File: src/rtl/uart_pkg.sv
// Shared UART definitions: frame width, receiver state encoding and
// the bit-period helper used by both uart_rx and uart_tx.
package uart_pkg;

    localparam int DATA_BITS = 8;

    typedef enum logic [2:0] {
        IDLE,
        START,
        DATA,
        STOP,
        WAIT_IDLE
    } uart_state_e;

    function automatic int clks_per_bit(input int clk_freq, input int baud);
        return clk_freq / baud;
    endfunction

endpackage

File: src/rtl/uart_rx_if.sv
// Receiver output bundle: byte, valid strobe, framing error, busy.
// master = uart_rx (drives), slave = consumer logic (reads).
interface uart_rx_if;
    import uart_pkg::*;

    logic [DATA_BITS-1:0] rx_data;
    logic                 rx_valid;
    logic                 frame_err;
    logic                 rx_busy;

    modport master (
        output rx_data,
        output rx_valid,
        output frame_err,
        output rx_busy
    );

    modport slave (
        input rx_data,
        input rx_valid,
        input frame_err,
        input rx_busy
    );

endinterface

File: src/rtl/uart_sync2.sv
// Two-flop synchroniser for an asynchronous input.
// Ports: clk, rst (async, active-high), i_d (async in), o_q (synced out).
module uart_sync2 #(
    parameter logic RST_VAL = 1'b1
) (
    input  logic clk,
    input  logic rst,
    input  logic i_d,
    output logic o_q
);

    logic r_meta;
    logic r_sync;

    always_ff @(posedge clk or posedge rst) begin
        if (rst) begin
            r_meta <= RST_VAL;
            r_sync <= RST_VAL;
        end else begin
            r_meta <= i_d;
            r_sync <= r_meta;
        end
    end

    assign o_q = r_sync;

endmodule

File: src/rtl/uart_rx.sv
// 8N1 UART receiver with mid-bit sampling and framing-error detection.
// Ports: clk, rst (async, active-high), i_rx (serial line),
//        rx_if (master: rx_data, rx_valid, frame_err, rx_busy).
module uart_rx
    import uart_pkg::*;
#(
    parameter int CLK_FREQ  = 50000000,
    parameter int BAUD_RATE = 9600
) (
    input  logic      clk,
    input  logic      rst,
    input  logic      i_rx,
    uart_rx_if.master rx_if
);

    localparam int CLKS_PER_BIT = clks_per_bit(CLK_FREQ, BAUD_RATE);
    localparam int HALF_BIT     = CLKS_PER_BIT / 2;

    localparam logic [15:0] C_BIT_LAST  = 16'(CLKS_PER_BIT - 1);
    localparam logic [15:0] C_HALF_LAST = 16'(HALF_BIT - 1);
    localparam logic [2:0]  C_LAST_IDX  = 3'(DATA_BITS - 1);

    logic                 w_rx_s;
    uart_state_e          r_state;
    uart_state_e          w_next;
    logic [15:0]          r_cnt;
    logic [15:0]          w_cnt_next;
    logic [2:0]           r_bit;
    logic [2:0]           w_bit_next;
    logic [DATA_BITS-1:0] r_shift;
    logic [DATA_BITS-1:0] w_shift_next;
    logic [DATA_BITS-1:0] r_data;
    logic [DATA_BITS-1:0] w_data_next;
    logic                 r_valid;
    logic                 w_valid_next;
    logic                 r_err;
    logic                 w_err_next;
    logic                 w_half;
    logic                 w_full;

    // Resets high so leaving reset never looks like a start edge.
    uart_sync2 #(.RST_VAL(1'b1)) u_sync (
        .clk (clk),
        .rst (rst),
        .i_d (i_rx),
        .o_q (w_rx_s)
    );

    assign w_half = (r_cnt == C_HALF_LAST);
    assign w_full = (r_cnt == C_BIT_LAST);

    always_ff @(posedge clk or posedge rst) begin
        if (rst) begin
            r_state <= IDLE;
            r_cnt   <= '0;
            r_bit   <= '0;
            r_shift <= '0;
            r_data  <= '0;
            r_valid <= 1'b0;
            r_err   <= 1'b0;
        end else begin
            r_state <= w_next;
            r_cnt   <= w_cnt_next;
            r_bit   <= w_bit_next;
            r_shift <= w_shift_next;
            r_data  <= w_data_next;
            r_valid <= w_valid_next;
            r_err   <= w_err_next;
        end
    end

    always_comb begin
        w_next       = r_state;
        w_cnt_next   = r_cnt + 16'd1;
        w_bit_next   = r_bit;
        w_shift_next = r_shift;
        w_data_next  = r_data;
        w_valid_next = 1'b0;
        w_err_next   = 1'b0;
        unique case (r_state)
            IDLE: begin
                w_cnt_next = '0;
                if (!w_rx_s) begin
                    w_next     = START;
                    w_bit_next = '0;
                end
            end
            START: begin
                // Half a bit in: still low means a real start bit.
                if (w_half) begin
                    w_cnt_next = '0;
                    w_next     = w_rx_s ? IDLE : DATA;
                end
            end
            DATA: begin
                if (w_full) begin
                    w_cnt_next   = '0;
                    w_shift_next = {w_rx_s, r_shift[DATA_BITS-1:1]};
                    w_bit_next   = r_bit + 3'd1;
                    if (r_bit == C_LAST_IDX) begin
                        w_next = STOP;
                    end
                end
            end
            STOP: begin
                // Leaving at mid-stop gives half a bit to catch the next start.
                if (w_full) begin
                    w_cnt_next = '0;
                    if (w_rx_s) begin
                        w_data_next  = r_shift;
                        w_valid_next = 1'b1;
                        w_next       = IDLE;
                    end else begin
                        w_err_next = 1'b1;
                        w_next     = WAIT_IDLE;
                    end
                end
            end
            WAIT_IDLE: begin
                // A break must end before another frame can start.
                w_cnt_next = '0;
                if (w_rx_s) begin
                    w_next = IDLE;
                end
            end
            default: begin
                w_cnt_next = '0;
                w_next     = IDLE;
            end
        endcase
    end

    assign rx_if.rx_data   = r_data;
    assign rx_if.rx_valid  = r_valid;
    assign rx_if.frame_err = r_err;
    assign rx_if.rx_busy   = (r_state != IDLE);

endmodule

File: src/flat_wrapper.sv
// flat-port wrapper written by rule: the top's interface ports become plain ports
module uart_rx_flat import uart_pkg::*;
#(
    parameter int CLK_FREQ  = 50000000,
    parameter int BAUD_RATE = 9600
)
  (clk, rst, i_rx, rx_if_rx_data, rx_if_rx_valid, rx_if_frame_err, rx_if_rx_busy);
  uart_rx_if rx_if_i ();
  input  logic clk;
  input  logic rst;
  input  logic i_rx;
  output wire logic [$bits(rx_if_i.rx_data)-1:0] rx_if_rx_data;
  output wire logic [$bits(rx_if_i.rx_valid)-1:0] rx_if_rx_valid;
  output wire logic [$bits(rx_if_i.frame_err)-1:0] rx_if_frame_err;
  output wire logic [$bits(rx_if_i.rx_busy)-1:0] rx_if_rx_busy;
  assign rx_if_rx_data = rx_if_i.rx_data;
  assign rx_if_rx_valid = rx_if_i.rx_valid;
  assign rx_if_frame_err = rx_if_i.frame_err;
  assign rx_if_rx_busy = rx_if_i.rx_busy;
  uart_rx #(.CLK_FREQ(CLK_FREQ), .BAUD_RATE(BAUD_RATE)) u_core (.clk(clk), .rst(rst), .i_rx(i_rx), .rx_if(rx_if_i));
endmodule
File: config.mk
export PLATFORM = sky130hd
export DESIGN_NAME = uart_rx_flat
export DESIGN_NICKNAME = d
export VERILOG_FILES = /design/src/rtl/uart_pkg.sv /design/src/rtl/uart_rx_if.sv /design/src/rtl/uart_sync2.sv /design/src/rtl/uart_rx.sv /design/src/flat_wrapper.sv
export SDC_FILE = /design/constraint.sdc
export NUM_CORES = 1
export LEC_CHECK = 0
export BUFFER_PORTS_ARGS = -buffer_cell sky130_fd_sc_hd__buf_2
export CAP_MARGIN = 20
export CORE_AREA = 4 4 82 84
export CTS_BUF_LIST = sky130_fd_sc_hd__clkbuf_8
export CTS_CLUSTER_SIZE = 24
export DETAILED_ROUTE_END_ITERATION = 6
export DIE_AREA = 0 0 86 88
export GPL_TIMING_DRIVEN = 1
export PLACE_DENSITY = 0.61
export RECOVER_POWER = 50
export SLEW_MARGIN = 20
export SYNTH_ARGS = -nofsm -noshare
export SYNTH_HDL_FRONTEND = slang
export SYNTH_SLANG_ARGS = --single-unit
File: constraint.sdc
create_clock -name clk -period 2.2 [get_ports clk]
set_clock_uncertainty 0.1 [all_clocks]
set_input_delay 0.33 -clock clk [delete_from_list [all_inputs] [get_ports clk]]
set_output_delay 0.33 -clock clk [all_outputs]
set_load 0.005 [all_outputs]
---- After elaboration in Yosys (flattened, before gate mapping) ----
Cells that the tools add are included.
word-level totals
  register bits after elaboration ......... 42
  output and inout bits ................... 11
  word-level logic and storage cells ...... 53
cells by class
  add/sub/neg operators ................... 2
  eq/ne operators ......................... 13
  multiplexer cells ....................... 21
  reductions and logical operators ........ 8
operators by type and width
  kind                                                               number
  16-bit two-way mux                                                 2
  16-bit case mux with 2 select lines                                1
  3-bit two-way mux                                                  9
  16-bit by 1-bit adder with 16-bit output, second input constant    1
  16-bit by 12-bit == test with 1-bit output, second input constant  1
  16-bit by 13-bit == test with 1-bit output, second input constant  1
  3-bit case mux with 5 select lines                                 1
  2-bit by 1-bit != test with 1-bit output, second input constant    4
  3-bit by 2-bit == test with 1-bit output, second input constant    2
  3-bit == test, second input constant                               2
  1-bit two-way mux                                                  6
  3-bit case mux with 2 select lines                                 1
  3-bit AND reduction                                                2
  6-bit AND reduction                                                1
  2-bit != test, second input constant                               2
  3-bit by 1-bit adder with 3-bit output, second input constant      1
  3-bit by 1-bit == test with 1-bit output, second input constant    1
  3-bit zero test                                                    1
  3-bit nonzero test                                                 1
  2-bit two-way mux                                                  1
  2-bit AND reduction                                                1
  2-bit nonzero test                                                 1
  2-bit OR reduction                                                 1

---- Depth between registers and ports, before layout ----
  depth in word-level cells ............... 4
  mapped depth ............................ 6

---- By module ----
From an unflattened synthesis, not the netlist that was laid out.
second synthesis, totals
  cells, all modules ...................... 182
  area, all modules ....................... 2035.7 µm²
modules (own cells, without submodules)
  module      times used  cells an instance  area each (µm²)  sequential area each (µm²)
  uart_rx     1           179                1979.4           1001.0
  uart_sync2  1           3                  56.3             52.6

---- Least setup slack after synthesis ----
OpenSTA, ideal clock, no wires.
  kind .................................... register to register
  from .................................... register u_core.r_cnt[0]
  to ...................................... register u_core.r_data[0], in the netlist u_core.rx_if.rx_data[0]
  library setup time ...................... 125 ps
  arrival ................................. 1612 ps
  path slack .............................. 363 ps
  stages on the path, launching flop included .. 6
  buffers on the path ..................... 0
  period minus slack after synthesis ...... 1837 ps
  cell sequence ........................... dfrtp_1 ha_1 and4_1 nand4_4 nor2_2 mux2_2
between the ends
  longest elaborated chain between the ends .. 2
ends and longest elaborated chain
  what                                        line           RTL
  start, declared                             uart_rx.sv:26  logic [15:0] r_cnt;
  start signal, assigned                      uart_rx.sv:63  r_cnt <= w_cnt_next;
  16-bit by 13-bit == test with 1-bit output  uart_rx.sv:50  assign w_full = (r_cnt == C_BIT_LAST);
  3-bit AND reduction (no source line)        n/a
  end signal, assigned                        uart_rx.sv:66  r_data <= w_data_next;
  end, declared                               uart_rx.sv:32  logic [DATA_BITS-1:0] r_data;
No other way between the ends.
A chain may end at the register's enable or synchronous reset.

---- Final worst setup path ----
  from .................................... register u_core.r_cnt[0]
  to ...................................... register u_core.r_data[2], in the netlist u_core.rx_if.rx_data[2]
Same word-level chain as after synthesis.

==> flow_metrics.tcl <==
set metrics [dict create \
    total_power_mw 1.31 \
    grt_pass1_wl_um 6440 \
    finalSetupViolCount 0 \
    cap_viol_max_count 0 \
    clock-sinks 42 \
    cp_data_required_time_ns 2.28 \
    tightest_slew_ns 1.00 \
    power_density_mw_per_mm2 576 \
    initial_core_util_pct 34.3 \
    finalMaxSlewViolations 0 \
    antenna_left 0 \
    p_leak_nw 1.02 \
    place.gp.congestion 0.802 \
    ys.flop_type "dfrtp_1" \
    clk_pin_slew_worst_paths_ns 0.09 \
    critical_path.startpoint_type "flip-flop" \
    netlist-cell-type-count 34 \
    postCtsSetupBuffers 0 \
    yosysSeqAreaShare_pct 51.9 \
    synthXorXnorAreaFrac_pct 6.04 \
    synth_top_family_by_area "simple AND/OR/NAND/NOR gates" \
    antenna_found_initial 0 \
    hold_viol 0 \
    dr.first_iter.drc_count 78 \
    mostFrequentLayoutCell "dfrtp_1" \
    dieArea_mm2 0.00757 \
    syn_nets 178 \
    syn_inst 172 \
    fmax_mhz 521 \
    area_delta_synth_final_pct 12.0 \
    grt.total_usage_pct 10.6 \
    r2r_cells 6 \
    clkLatencyLatePin_ns 0.30 \
    period_minus_slack_ns 1.92 \
    ys_ff_latch 42 \
    final_cell_mix "dfrtp_1, a21oi_1, nand2_1, xnor2_1, buf_2" \
    synth-simple-area-share_pct 19.4 \
    synth-compound-area-share_pct 5.80 \
    syn_area_per_cell_um2 11.8 \
    multi_input_area_um2 907 \
    clock_path_buffers 2 \
    final_util_pct 38.4 \
    fin_ws_ns 0.280 \
    cts_tree "built" \
    yosys.area.top_type "dfrtp_1" \
    ys_warn_count 0 \
    synth_fa_ha_area_share_pct 1.85 \
    fillers 595 \
    cts_root_buf "clkbuf_8" \
    slowest_delay_ns 0.41 \
    postLayoutCellArea_mm2 0.00227 \
    drc 0 \
    placedInstanceArea_mm2 0.00218 \
    detail_route.first_pass.iterations 4 \
    die_w_um 86 \
    fin_nets 197 \
    grt_pass1_vias 1363 \
    cts_resized 0 \
    status "finished, final reports clean" \
    rsz0062_at_grt "no" \
    pre_cts_slack_ns 0.281 \
    drive_gt1_share_pct 25.5 \
    synthArstFlopShare_pct 100 \
    die_h_um 88 \
    numCtsBuffers 5 \
    htree_levels 2 \
    diodes 0 \
    wl_per_cell_um 13.6 \
    hold_class "in2reg" \
    rows 28 \
    slowest_stage "dfrtp_1" \
    synth_edf_count 0 \
    cp_max_fo 8 \
    dpl.hpwl_um 2620 \
    period_share_pct 87.3 \
    synthesis.area_mm2 0.00203 \
    synth.area.top_cells "dfrtp_1, xnor2_1, mux2_4, mux2_2, a21oi_1" \
    fin_setup_tns_ns 0 \
    grt_max_degree 43 \
    end_kind "flip-flop" \
    via_count 1348 \
    via_per_inst 5.05 \
    crit_type "reg2reg" \
    arrival_ns 2.01 \
    ctsHoldBuffers 0 \
    port_buffers 13 \
    core_area_mm2 0.00592 \
    seq_area_mm2 0.00105 \
    muxShareOfSynthArea_pct 11.7 \
    synth_top_area_share_pct 49.3 \
    io_pins 14 \
    slew_headroom_pct 33.3 \
    wirelength_um 3620 \
    grt.overflow.total 0 \
    peakVddDrop_uv 348 \
    cp_cell_sequence "ha_1 > and4_1 > nand4_4 > nor2_2 > buf_4 > mux2_2" \
    whs_path_depth 1 \
]
-- sequential cells by signal, indices dropped and copies added (netlist names) --
name,count
u_core.r_cnt,16
u_core.r_shift,8
u_core.rx_if.rx_data,8
u_core.r_bit,3
u_core.r_state,3
u_core.rx_if.frame_err,1
u_core.rx_if.rx_valid,1
u_core.u_sync.o_q,1
u_core.u_sync.r_meta,1
-- logic make-up (layout without fill, tap and decap cells) --
logic type | count (synthesis) | in the layout
mux | 19 | 19
buf+inv | 13 | 33
compound gates | 19 | 19
flops | 42 | 42
fa+ha+maj | 3 | 3
simple gates | 62 | 62
xor+xnor | 14 | 14
-- metal layers --
metal	GRT usage (%)	part of all wire [%]	up-vias
li1	-	-	655
met5	0	0	-
met4	1.73	0.50	0
met2	17.6	49	25
met3	2.92	4.2	2
met1	14.0	47	666
-- final timing paths --
kind | startpoint | to | slack, ns
min in group asynchronous | rst | u_core.r_cnt[0]$_DFF_PP0_ | 0.22
hold / removal | i_rx | u_core.u_sync.r_meta$_DFF_PP1_ | 0.02
setup / recovery | u_core.r_cnt[0]$_DFF_PP0_ | u_core.rx_if.rx_data[2]$_DFFE_PP0P_ | 0.28
max in group asynchronous | rst | u_core.r_cnt[11]$_DFF_PP0_ | 1.16
setup reg to reg | u_core.r_cnt[0]$_DFF_PP0_ | u_core.rx_if.rx_data[2]$_DFFE_PP0P_ | 0.28
hold reg to reg | u_core.u_sync.r_meta$_DFF_PP1_ | u_core.u_sync.o_q$_DFF_PP1_ | 0.26
-- final cells by class --
type,instances,area share (%)
sequential,42,46.4
multi-input combinational,117,39.9
timing repair buffer,18,4.30
tap,75,4.13
clock buffer,5,3.03
inverter,7,1.16
clock inverter,3,1.10
-- power by group --
group | internal (mW) | switching [mW] | total (mW)
Combinational | 0.00283 | 0.0151 | 0.0179
Clock | 0.229 | 0.285 | 0.515
Sequential | 0.775 | 0.00196 | 0.777
-- through the flow --
step / instances / hold slack (ns)
final: 267 / 0.0227
after global routing: 267 / 0.0160
after CTS: 267 / 0.0138
after detailed placement: 259 / 0.253
after global placement: 259 / 0.248
after floorplan: 172 / 0.234
-- Yosys cell counts (3+ instances only) --
master   count
ha_1         3
dfrtp_1     40
inv_1        7
nor3_1       8
a21oi_1     16
mux2_4       7
xnor2_1     13
mux2_2       9
nand4_1      6
nor2_1       5
nand3_1      7
nor4_1       8
mux2i_1      3
nand2_1     13
-- worst max-delay path: cells and delay by family (launching register included) --
family                     cells  cell delay, ns
muxes                          1            0.35
DFF                            1            0.41
and+or+nand+nor                3            0.53
buffers and inverters          1            0.18
adders and majority gates      1            0.24
No activity file was read; power rests on OpenSTA's default activity.
